File: config.mk
export PLATFORM = sky130hd
export DESIGN_NAME = fb_write_sched
export DESIGN_NICKNAME = d
export VERILOG_FILES = /design/src/rtl/fb_write_sched.sv
export SDC_FILE = /design/constraint.sdc
export NUM_CORES = 1
export LEC_CHECK = 0
export CORE_MARGIN = 2
export CORE_UTILIZATION = 50
export CTS_CLUSTER_DIAMETER = 120
export DETAILED_ROUTE_END_ITERATION = 16
export PLACE_DENSITY = 0.83
export SLEW_MARGIN = 10
export SYNTH_ARGS = -nofsm -noshare
export SYNTH_HDL_FRONTEND = slang
export SYNTH_SLANG_ARGS = --single-unit
File: constraint.sdc
create_clock -name clk -period 6.25 [get_ports clk]
set_input_delay 0.9375 -clock clk [delete_from_list [all_inputs] [get_ports clk]]
set_output_delay 0.9375 -clock clk [all_outputs]
set_load 0.005 [all_outputs]
File: src/rtl/fb_write_sched.sv
// Framebuffer write-port scheduler: CPU single-pixel writes share the port with a
// rectangle-fill engine; the CPU has priority, with a burst limit so fills cannot starve.
module fb_write_sched #(
  parameter int H_ACTIVE  = 800,
  parameter int V_ACTIVE  = 600,
  parameter int CPU_BURST = 4
) (
  input  logic        clk,
  input  logic        reset,
  input  logic        cpu_req,
  input  logic [19:0] cpu_pixel,
  input  logic [23:0] cpu_color,
  output logic        cpu_ack,
  input  logic        fill_start,
  input  logic [9:0]  fill_x0,
  input  logic [9:0]  fill_y0,
  input  logic [10:0] fill_w,
  input  logic [10:0] fill_h,
  input  logic [23:0] fill_color,
  output logic        fill_busy,
  output logic        fill_done,
  output logic        fb_write,
  output logic [19:0] fb_pixel,
  output logic [23:0] fb_color
);

  localparam int BW = $clog2(CPU_BURST + 1);
  localparam logic [BW-1:0] BURST_MAX = BW'(CPU_BURST);
  localparam logic [11:0]   H12       = 12'(H_ACTIVE);
  localparam logic [11:0]   V12       = 12'(V_ACTIVE);
  localparam logic [19:0]   H20       = 20'(H_ACTIVE);

  typedef enum logic [1:0] {IDLE, FILL, DONE} state_t;
  state_t state_q, state_d;

  logic [9:0]    x0_q, x0_d;
  logic [9:0]    xe_m1_q, xe_m1_d;
  logic [9:0]    ye_m1_q, ye_m1_d;
  logic [9:0]    cur_x_q, cur_x_d;
  logic [9:0]    cur_y_q, cur_y_d;
  logic [19:0]   row_base_q, row_base_d;
  logic [23:0]   color_q, color_d;
  logic          empty_q, empty_d;
  logic [BW-1:0] burst_q, burst_d;

  logic          fb_write_q, fb_write_d;
  logic [19:0]   fb_pixel_q, fb_pixel_d;
  logic [23:0]   fb_color_q, fb_color_d;
  logic          cpu_ack_q, cpu_ack_d;
  logic          fill_busy_q, fill_busy_d;
  logic          fill_done_q, fill_done_d;

  // Clip window computed from the raw command at accept time.
  logic [11:0] x_sum, y_sum, xe_new, ye_new;
  logic        empty_new;

  assign x_sum     = {2'b00, fill_x0} + {1'b0, fill_w};
  assign y_sum     = {2'b00, fill_y0} + {1'b0, fill_h};
  assign xe_new    = (x_sum < H12) ? x_sum : H12;
  assign ye_new    = (y_sum < V12) ? y_sum : V12;
  assign empty_new = (fill_w == 11'd0) || (fill_h == 11'd0) ||
                     ({2'b00, fill_x0} >= H12) || ({2'b00, fill_y0} >= V12);

  logic cpu_elig, fill_elig, cpu_win, fill_win, last_col, last_pix;

  // The ack register blocks the CPU for one cycle so a held request is not issued twice.
  assign cpu_elig  = cpu_req && !cpu_ack_q;
  assign fill_elig = (state_q == FILL) && !empty_q;
  assign cpu_win   = cpu_elig && (!fill_elig || (burst_q != BURST_MAX));
  assign fill_win  = fill_elig && !cpu_win;
  assign last_col  = (cur_x_q == xe_m1_q);
  assign last_pix  = last_col && (cur_y_q == ye_m1_q);

  always_ff @(posedge clk or posedge reset) begin
    if (reset) begin
      state_q <= IDLE;
    end else begin
      state_q <= state_d;
    end
  end

  always_comb begin
    state_d = state_q;
    unique case (state_q)
      IDLE:    if (fill_start) state_d = FILL;
      FILL:    if (empty_q || (fill_win && last_pix)) state_d = DONE;
      DONE:    state_d = IDLE;
      default: state_d = IDLE;
    endcase
  end

  always_comb begin
    x0_d        = x0_q;
    xe_m1_d     = xe_m1_q;
    ye_m1_d     = ye_m1_q;
    cur_x_d     = cur_x_q;
    cur_y_d     = cur_y_q;
    row_base_d  = row_base_q;
    color_d     = color_q;
    empty_d     = empty_q;
    burst_d     = burst_q;
    fb_write_d  = cpu_win || fill_win;
    fb_pixel_d  = fb_pixel_q;
    fb_color_d  = fb_color_q;
    cpu_ack_d   = cpu_win;
    fill_busy_d = (state_q != IDLE);
    fill_done_d = (state_q == DONE);

    if (state_q == IDLE && fill_start) begin
      x0_d       = fill_x0;
      cur_x_d    = fill_x0;
      cur_y_d    = fill_y0;
      xe_m1_d    = 10'(xe_new - 12'd1);
      ye_m1_d    = 10'(ye_new - 12'd1);
      row_base_d = 20'(fill_y0) * H20;
      color_d    = fill_color;
      empty_d    = empty_new;
    end else if (fill_win) begin
      if (last_col) begin
        cur_x_d    = x0_q;
        cur_y_d    = cur_y_q + 10'd1;
        row_base_d = row_base_q + H20;
      end else begin
        cur_x_d = cur_x_q + 10'd1;
      end
    end

    // Count CPU wins only while the fill is actually being held off.
    if (!fill_elig || fill_win) begin
      burst_d = '0;
    end else if (cpu_win) begin
      burst_d = burst_q + 1'b1;
    end

    if (cpu_win) begin
      fb_pixel_d = cpu_pixel;
      fb_color_d = cpu_color;
    end else if (fill_win) begin
      fb_pixel_d = row_base_q + {10'd0, cur_x_q};
      fb_color_d = color_q;
    end
  end

  always_ff @(posedge clk or posedge reset) begin
    if (reset) begin
      x0_q        <= '0;
      xe_m1_q     <= '0;
      ye_m1_q     <= '0;
      cur_x_q     <= '0;
      cur_y_q     <= '0;
      row_base_q  <= '0;
      color_q     <= '0;
      empty_q     <= 1'b0;
      burst_q     <= '0;
      fb_write_q  <= 1'b0;
      fb_pixel_q  <= '0;
      fb_color_q  <= '0;
      cpu_ack_q   <= 1'b0;
      fill_busy_q <= 1'b0;
      fill_done_q <= 1'b0;
    end else begin
      x0_q        <= x0_d;
      xe_m1_q     <= xe_m1_d;
      ye_m1_q     <= ye_m1_d;
      cur_x_q     <= cur_x_d;
      cur_y_q     <= cur_y_d;
      row_base_q  <= row_base_d;
      color_q     <= color_d;
      empty_q     <= empty_d;
      burst_q     <= burst_d;
      fb_write_q  <= fb_write_d;
      fb_pixel_q  <= fb_pixel_d;
      fb_color_q  <= fb_color_d;
      cpu_ack_q   <= cpu_ack_d;
      fill_busy_q <= fill_busy_d;
      fill_done_q <= fill_done_d;
    end
  end

  assign fb_write  = fb_write_q;
  assign fb_pixel  = fb_pixel_q;
  assign fb_color  = fb_color_q;
  assign cpu_ack   = cpu_ack_q;
  assign fill_busy = fill_busy_q;
  assign fill_done = fill_done_q;

endmodule

Word level (Yosys, flattened, before mapping)
Cells that the tools add are included.
{"block": "op_classes", "n_addsub": 9, "multipliers": 1, "n_lt_le_gt_ge": 4, "eq_ne": 7, "mux": 20, "n_reduce_logical": 28}
{"op": "$mux 20", "n": 5}
{"op": "$mux 10", "n": 8}
{"op": "$mux 24", "n": 2}
{"op": "$add 10x11->12", "n": 2}
{"op": "$lt 12x10->1 const B", "n": 2}
{"op": "$logic_not 11->1", "n": 2}
{"op": "$add 10x1->10 const B", "n": 2}
{"op": "$add 20x10->20", "n": 1}
{"op": "$add 20x10->20 const B", "n": 1}
{"op": "$eq 10x10->1", "n": 2}
{"op": "$ge 10x10->1 const B", "n": 2}
{"op": "$sub 10x1->10 const B", "n": 2}
{"op": "$mul 10x5->15 const B", "n": 1}
{"op": "$reduce_bool 2->1", "n": 5}
{"op": "$logic_and 1x1->1", "n": 7}
{"op": "$logic_or 1x1->1", "n": 7}
{"op": "$mux 3", "n": 2}
{"op": "$logic_not 1->1", "n": 4}
{"op": "$mux 2", "n": 2}
{"op": "$pmux 2 s2", "n": 1}
{"op": "$reduce_and 2->1", "n": 2}
{"op": "$add 3x1->3 const B", "n": 1}
{"op": "$ne 3x3->1 const B", "n": 1}
{"op": "$eq 2x1->1 const B", "n": 1}
{"op": "other kinds (4)", "n": 4}
{"block": "totals", "register_bits": 148, "output_inout_bits": 48}

Logic depth before layout (Yosys ltp)
{"block": "depth", "ltp_word": 11, "mapped_depth": 16, "ltp_nobuf": 16}

Least setup slack after synthesis
No wires, ideal clock.
{"block": "synth_path", "path_type": "input -> register", "start": "input port fill_y0[0]", "end": "register ye_m1_q[8]", "t_arrival_ns": 3.859, "t_required_ns": 6.173, "slack_ns": 2.314, "stages": 16, "cell_sequence": "ha_1 -> inv_1 -> fa_1 -> nand2b_1 -> a21oi_1 -> xor2_1 -> a21oi_1 -> o22ai_1 -> a21oi_4 -> nand2_1 -> ha_1 -> nand2_1 -> nor4_1 -> nand3_1 -> or3b_1 -> a21oi_1"}
{"block": "synth_between", "elab_chain_cells": 4}
{"item": "start, declared", "line": "16", "rtl": "input logic [9:0] fill_y0,"}
{"item": "$add 10x11->12 (*)", "line": "58", "rtl": "assign y_sum = {2'b00, fill_y0} + {1'b0, fill_h};"}
{"item": "$lt 12x10->1", "line": "60", "rtl": "assign ye_new = (y_sum < V12) ? y_sum : V12;"}
{"item": "$mux 10 (*)", "line": "60"}
{"item": "$sub 10x1->10 (*)", "line": "114", "rtl": "ye_m1_d = 10'(ye_new - 12'd1);"}
{"item": "end signal, assigned", "line": "164", "rtl": "ye_m1_q <= ye_m1_d;"}
{"item": "end, declared", "line": "38", "rtl": "logic [9:0] ye_m1_q, ye_m1_d;"}
Every way passes the cells marked *; elsewhere a longest branch is shown, timed or not.
A chain may end at the register's enable or synchronous reset.

Final worst setup path
Same ends and word-level chain as after synthesis.

==> flow_summary.yaml <==
status:
  outcome: "finished clean"
timing:
  fmax_ghz: 0.223
  drv_slew: 0
  finalHoldViolations: 0
  finalSetupTns_ps: 0
  worst_pin_slew_ps: 1020
  relSlewSlack: 0.321
  period_needed_ps: 4490
  min_period_over_period: 0.718
  setup_viol: 0
  fin_skew_ps: 8.77
  rsz0062_at_grt: "no"
critical_path:
  cp-end-kind: "flip-flop"
  reg2reg_slack_ps: 2490
  cp_slowest_cell: "clkdlybuf4s50_1"
  arrival_ps: 4830
  worstReg2RegEnd: "row_base_q[8]"
  path_common_cell: "a21oi_1"
  worst_r2r_path_depth: 7
  rr_startpoint: "cur_x_q[3]"
  worst_setup_path_start_kind: "primary input"
  path_class: "primary input to flip-flop"
  worstSetupStartpoint: "fill_y0[0]"
  path_cells: "clkdlybuf4s50_1 -> ha_1 -> inv_1 -> fa_1 -> nand2b_1 -> a21oi_1 -> xor2_1 -> a21oi_1 -> o22ai_1 -> a21oi_4 -> nand2b_1 -> ha_1 -> nand2_1 -> nor4_1 -> nand3_1 -> or3b_1 -> a21oi_1"
  worst_path_largest_cell_delay_ps: 560
  crit_required_ps: 6600
  cp_max_fo: 9
synthesis:
  syn_avg_cell_area_um2: 8.96
  yosys.area_share.simple: 0.190
  synthFlopType: "dfrtp_1"
  synth_top_family_by_area: "simple AND/OR/NAND/NOR gates"
  synth-compound-area-share: 0.178
  synth.net_count: 1212
  synth_top_area_cell: "dfrtp_1"
  muxShareOfSynthArea: 0.00685
  async_reset_ff_frac: 1.00
  ys_warn_count: 0
  syn_area_um2: 9130
  synth_top_cell_area_share: 0.392
  synthXorXnorAreaFrac: 0.0805
  ys_types: 75
  synth_edf_count: 0
  netlist_top_cells_area: "dfrtp_1 39%, ha_1 9.9%, nand2_1 8.9%"
  syn-instance-count: 1019
  ys_ff_latch: 143
  ys_seq_area_frac: 0.392
  synth_fa_ha_area_frac: 0.114
pwr:
  combPwrFrac: 0.398
  p_leak_uw: 0.00521
  power.density_nw_per_um2: 395
  switching_power_uw: 1720
  ir_worst_vdd_v: 0.000186
  cellInternalPower_uw: 2830
  switching_share: 0.378
  p_seq_frac: 0.371
  clkPwrFrac: 0.231
route:
  viasPerCell: 5.68
  drc: 0
  wl_um: 23200
  firstDrtPassIters: 5
  wire_per_inst_um: 16.6
  vias: 7964
  drt_iter0_drc: 563
  ant_nets: 0
clock_tree:
  hold_buffers: 0
  worstSkewPairLatency_ps: 420
  htree_levels: 4
  root_buffer: "clkbuf_16"
  cts_tree: "built"
  cts_setup_buffers: 0
  path_clk_slew_ps: 60
  cts_resized: 0
  numCtsBuffers: 17
  cts_buffer_depth: 2
  clock-sinks: 143
job:
  drv_cap: 0
global_routing:
  antenna_found_initial: 0
  gr-total-overflow: 0
  grt_pass1_wl_um: 38700
  grt_start_max_net_pins: 92
  grt_pass1_vias: 7893
  grt_usage: 0.244
min_path:
  worstHoldStart: "color_q[7]"
  hold_path.class: "flip-flop to flip-flop"
  hold_depth: 2
  whs_endpoint: "fb_color[7]"
floorplanning:
  io_pins: 162
  die_w_um: 139
  row_count: 49
  core_area_um2: 18000
  die_h_um: 139
  die_area_um2: 19400
  start_util: 0.508
place:
  dp_hpwl_um: 17000
  numPortBuffers: 161
  routabilityCongestion: 0.884
  dp_cells: 1371
final_layout:
  synthToLayoutAreaGrowth_pct: 26.3
  fin_cells: 1403
  antenna_cells: 0
  final_core_util: 0.642
  drive_gt1_frac: 0.0571
  nets: 1354
stage by stage:
step	hold WS (ps)	power (uW)	area, um^2	worst slack, ps
floorplan	428	2800	9130	1470
global placement	441	3400	10900	1500
detailed placement	450	3480	10900	1380
CTS	464	4560	11500	1800
global route	494	4870	11500	1450
finish	463	4550	11500	1760
power by group through the flow:
stage / Combinational, uW / Sequential [uW] / Clock [uW]
after floorplan: 1200 / 1600 / 0
after global placement: 1740 / 1670 / 0
after detailed placement: 1800 / 1690 / 0
after CTS: 1820 / 1680 / 1060
after global routing: 2030 / 1740 / 1110
final: 1810 / 1690 / 1050
synthesized netlist by cell type (8+ instances only):
library cell	instances
o211ai_1	8
o21ai_0	58
nor3_1	10
nand3_1	26
a221o_1	10
clkbuf_1	37
ha_1	72
and3_1	10
nor2b_1	9
a21oi_1	24
nor3b_1	10
dfrtp_1	143
nor4_1	11
a31oi_1	9
xnor2_1	52
xor2_1	30
nand2_1	217
inv_1	48
nor2_1	54
a21o_1	14
a22oi_1	49
critical path, delay by kind of cell:
family | cells | cell delay (ps)
xor gates and xnor gates | 1 | 330
buffers and inverters | 2 | 630
AOI/OAI and AO/OA | 5 | 860
adders and majority gates | 3 | 820
and+or+nand+nor | 6 | 1230
worst max path at each step:
| stage | end | depth (start not counted) | slack [ps] |
|---|---|---|---|
| floorplan | burst_q[0] | 1 | 1470 |
| global placement | ye_m1_q[8] | 17 | 1500 |
| detailed placement | ye_m1_q[8] | 17 | 1380 |
| CTS | ye_m1_q[8] | 17 | 1800 |
| global route | ye_m1_q[8] | 17 | 1450 |
| finish | ye_m1_q[8] | 17 | 1760 |
cells by family after synthesis:
family,Yosys count
AOI/OAI and AO/OA,230
xor gates and xnor gates,83
adders and majority gates,79
buffers and inverters,92
DFF,143
muxes,6
and+or+nand+nor,386
placed cells by master, fill, tap and decap left out, types with 4 or more instances in the layout:
| cell | count |
|---|---|
| nand3_1 | 26 |
| and3_1 | 10 |
| inv_8 | 6 |
| ha_1 | 72 |
| nor2_1 | 53 |
| inv_1 | 47 |
| or3_1 | 4 |
| o21ai_1 | 6 |
| o22ai_1 | 4 |
| nor3_1 | 10 |
| dfrtp_1 | 143 |
| o211ai_1 | 8 |
| a21oi_1 | 24 |
| clkdlybuf4s50_1 | 161 |
| a22oi_1 | 49 |
| nor3b_1 | 10 |
| buf_4 | 6 |
| nand4_1 | 5 |
| mux2i_1 | 4 |
| nor2b_1 | 9 |
| o22a_1 | 4 |
| nand2b_1 | 5 |
| a21o_1 | 14 |
| nor4_1 | 11 |
| o21ai_0 | 58 |
| xnor2_1 | 52 |
| xor2_1 | 30 |
| fa_1 | 7 |
| and2_1 | 4 |
| inv_6 | 6 |
| a221o_1 | 10 |
| o21a_1 | 6 |
| a31oi_1 | 9 |
| o31ai_1 | 5 |
| nand2_1 | 216 |
| clkbuf_16 | 17 |
state kept, by name, indices dropped and copies added (netlist names), 10 cells and up:
signal and count:
color_q 24, fb_color 24, fb_pixel 20, row_base_q 15
cur_x_q 10, cur_y_q 10, x0_q 10, xe_m1_q 10
ye_m1_q 10
metal layers:
layer / global-route usage / wire length (um)
met2: 0.412 / 11200
met5: 0 / 0
met3: 0.0425 / 1170
met1: 0.322 / 10300
met4: 0.0760 / 514
cell type report:
class | instances | area (um^2)
flip-flops and latches | 143 | 3580
fillers | 1511 | 6440
repair buffers | 167 | 1660
clock inverters | 15 | 186
well taps | 229 | 287
inverters | 48 | 185
multi-input cells | 784 | 5210
clock buffers | 17 | 425
Note: power is estimated with default switching activity, not from simulation.
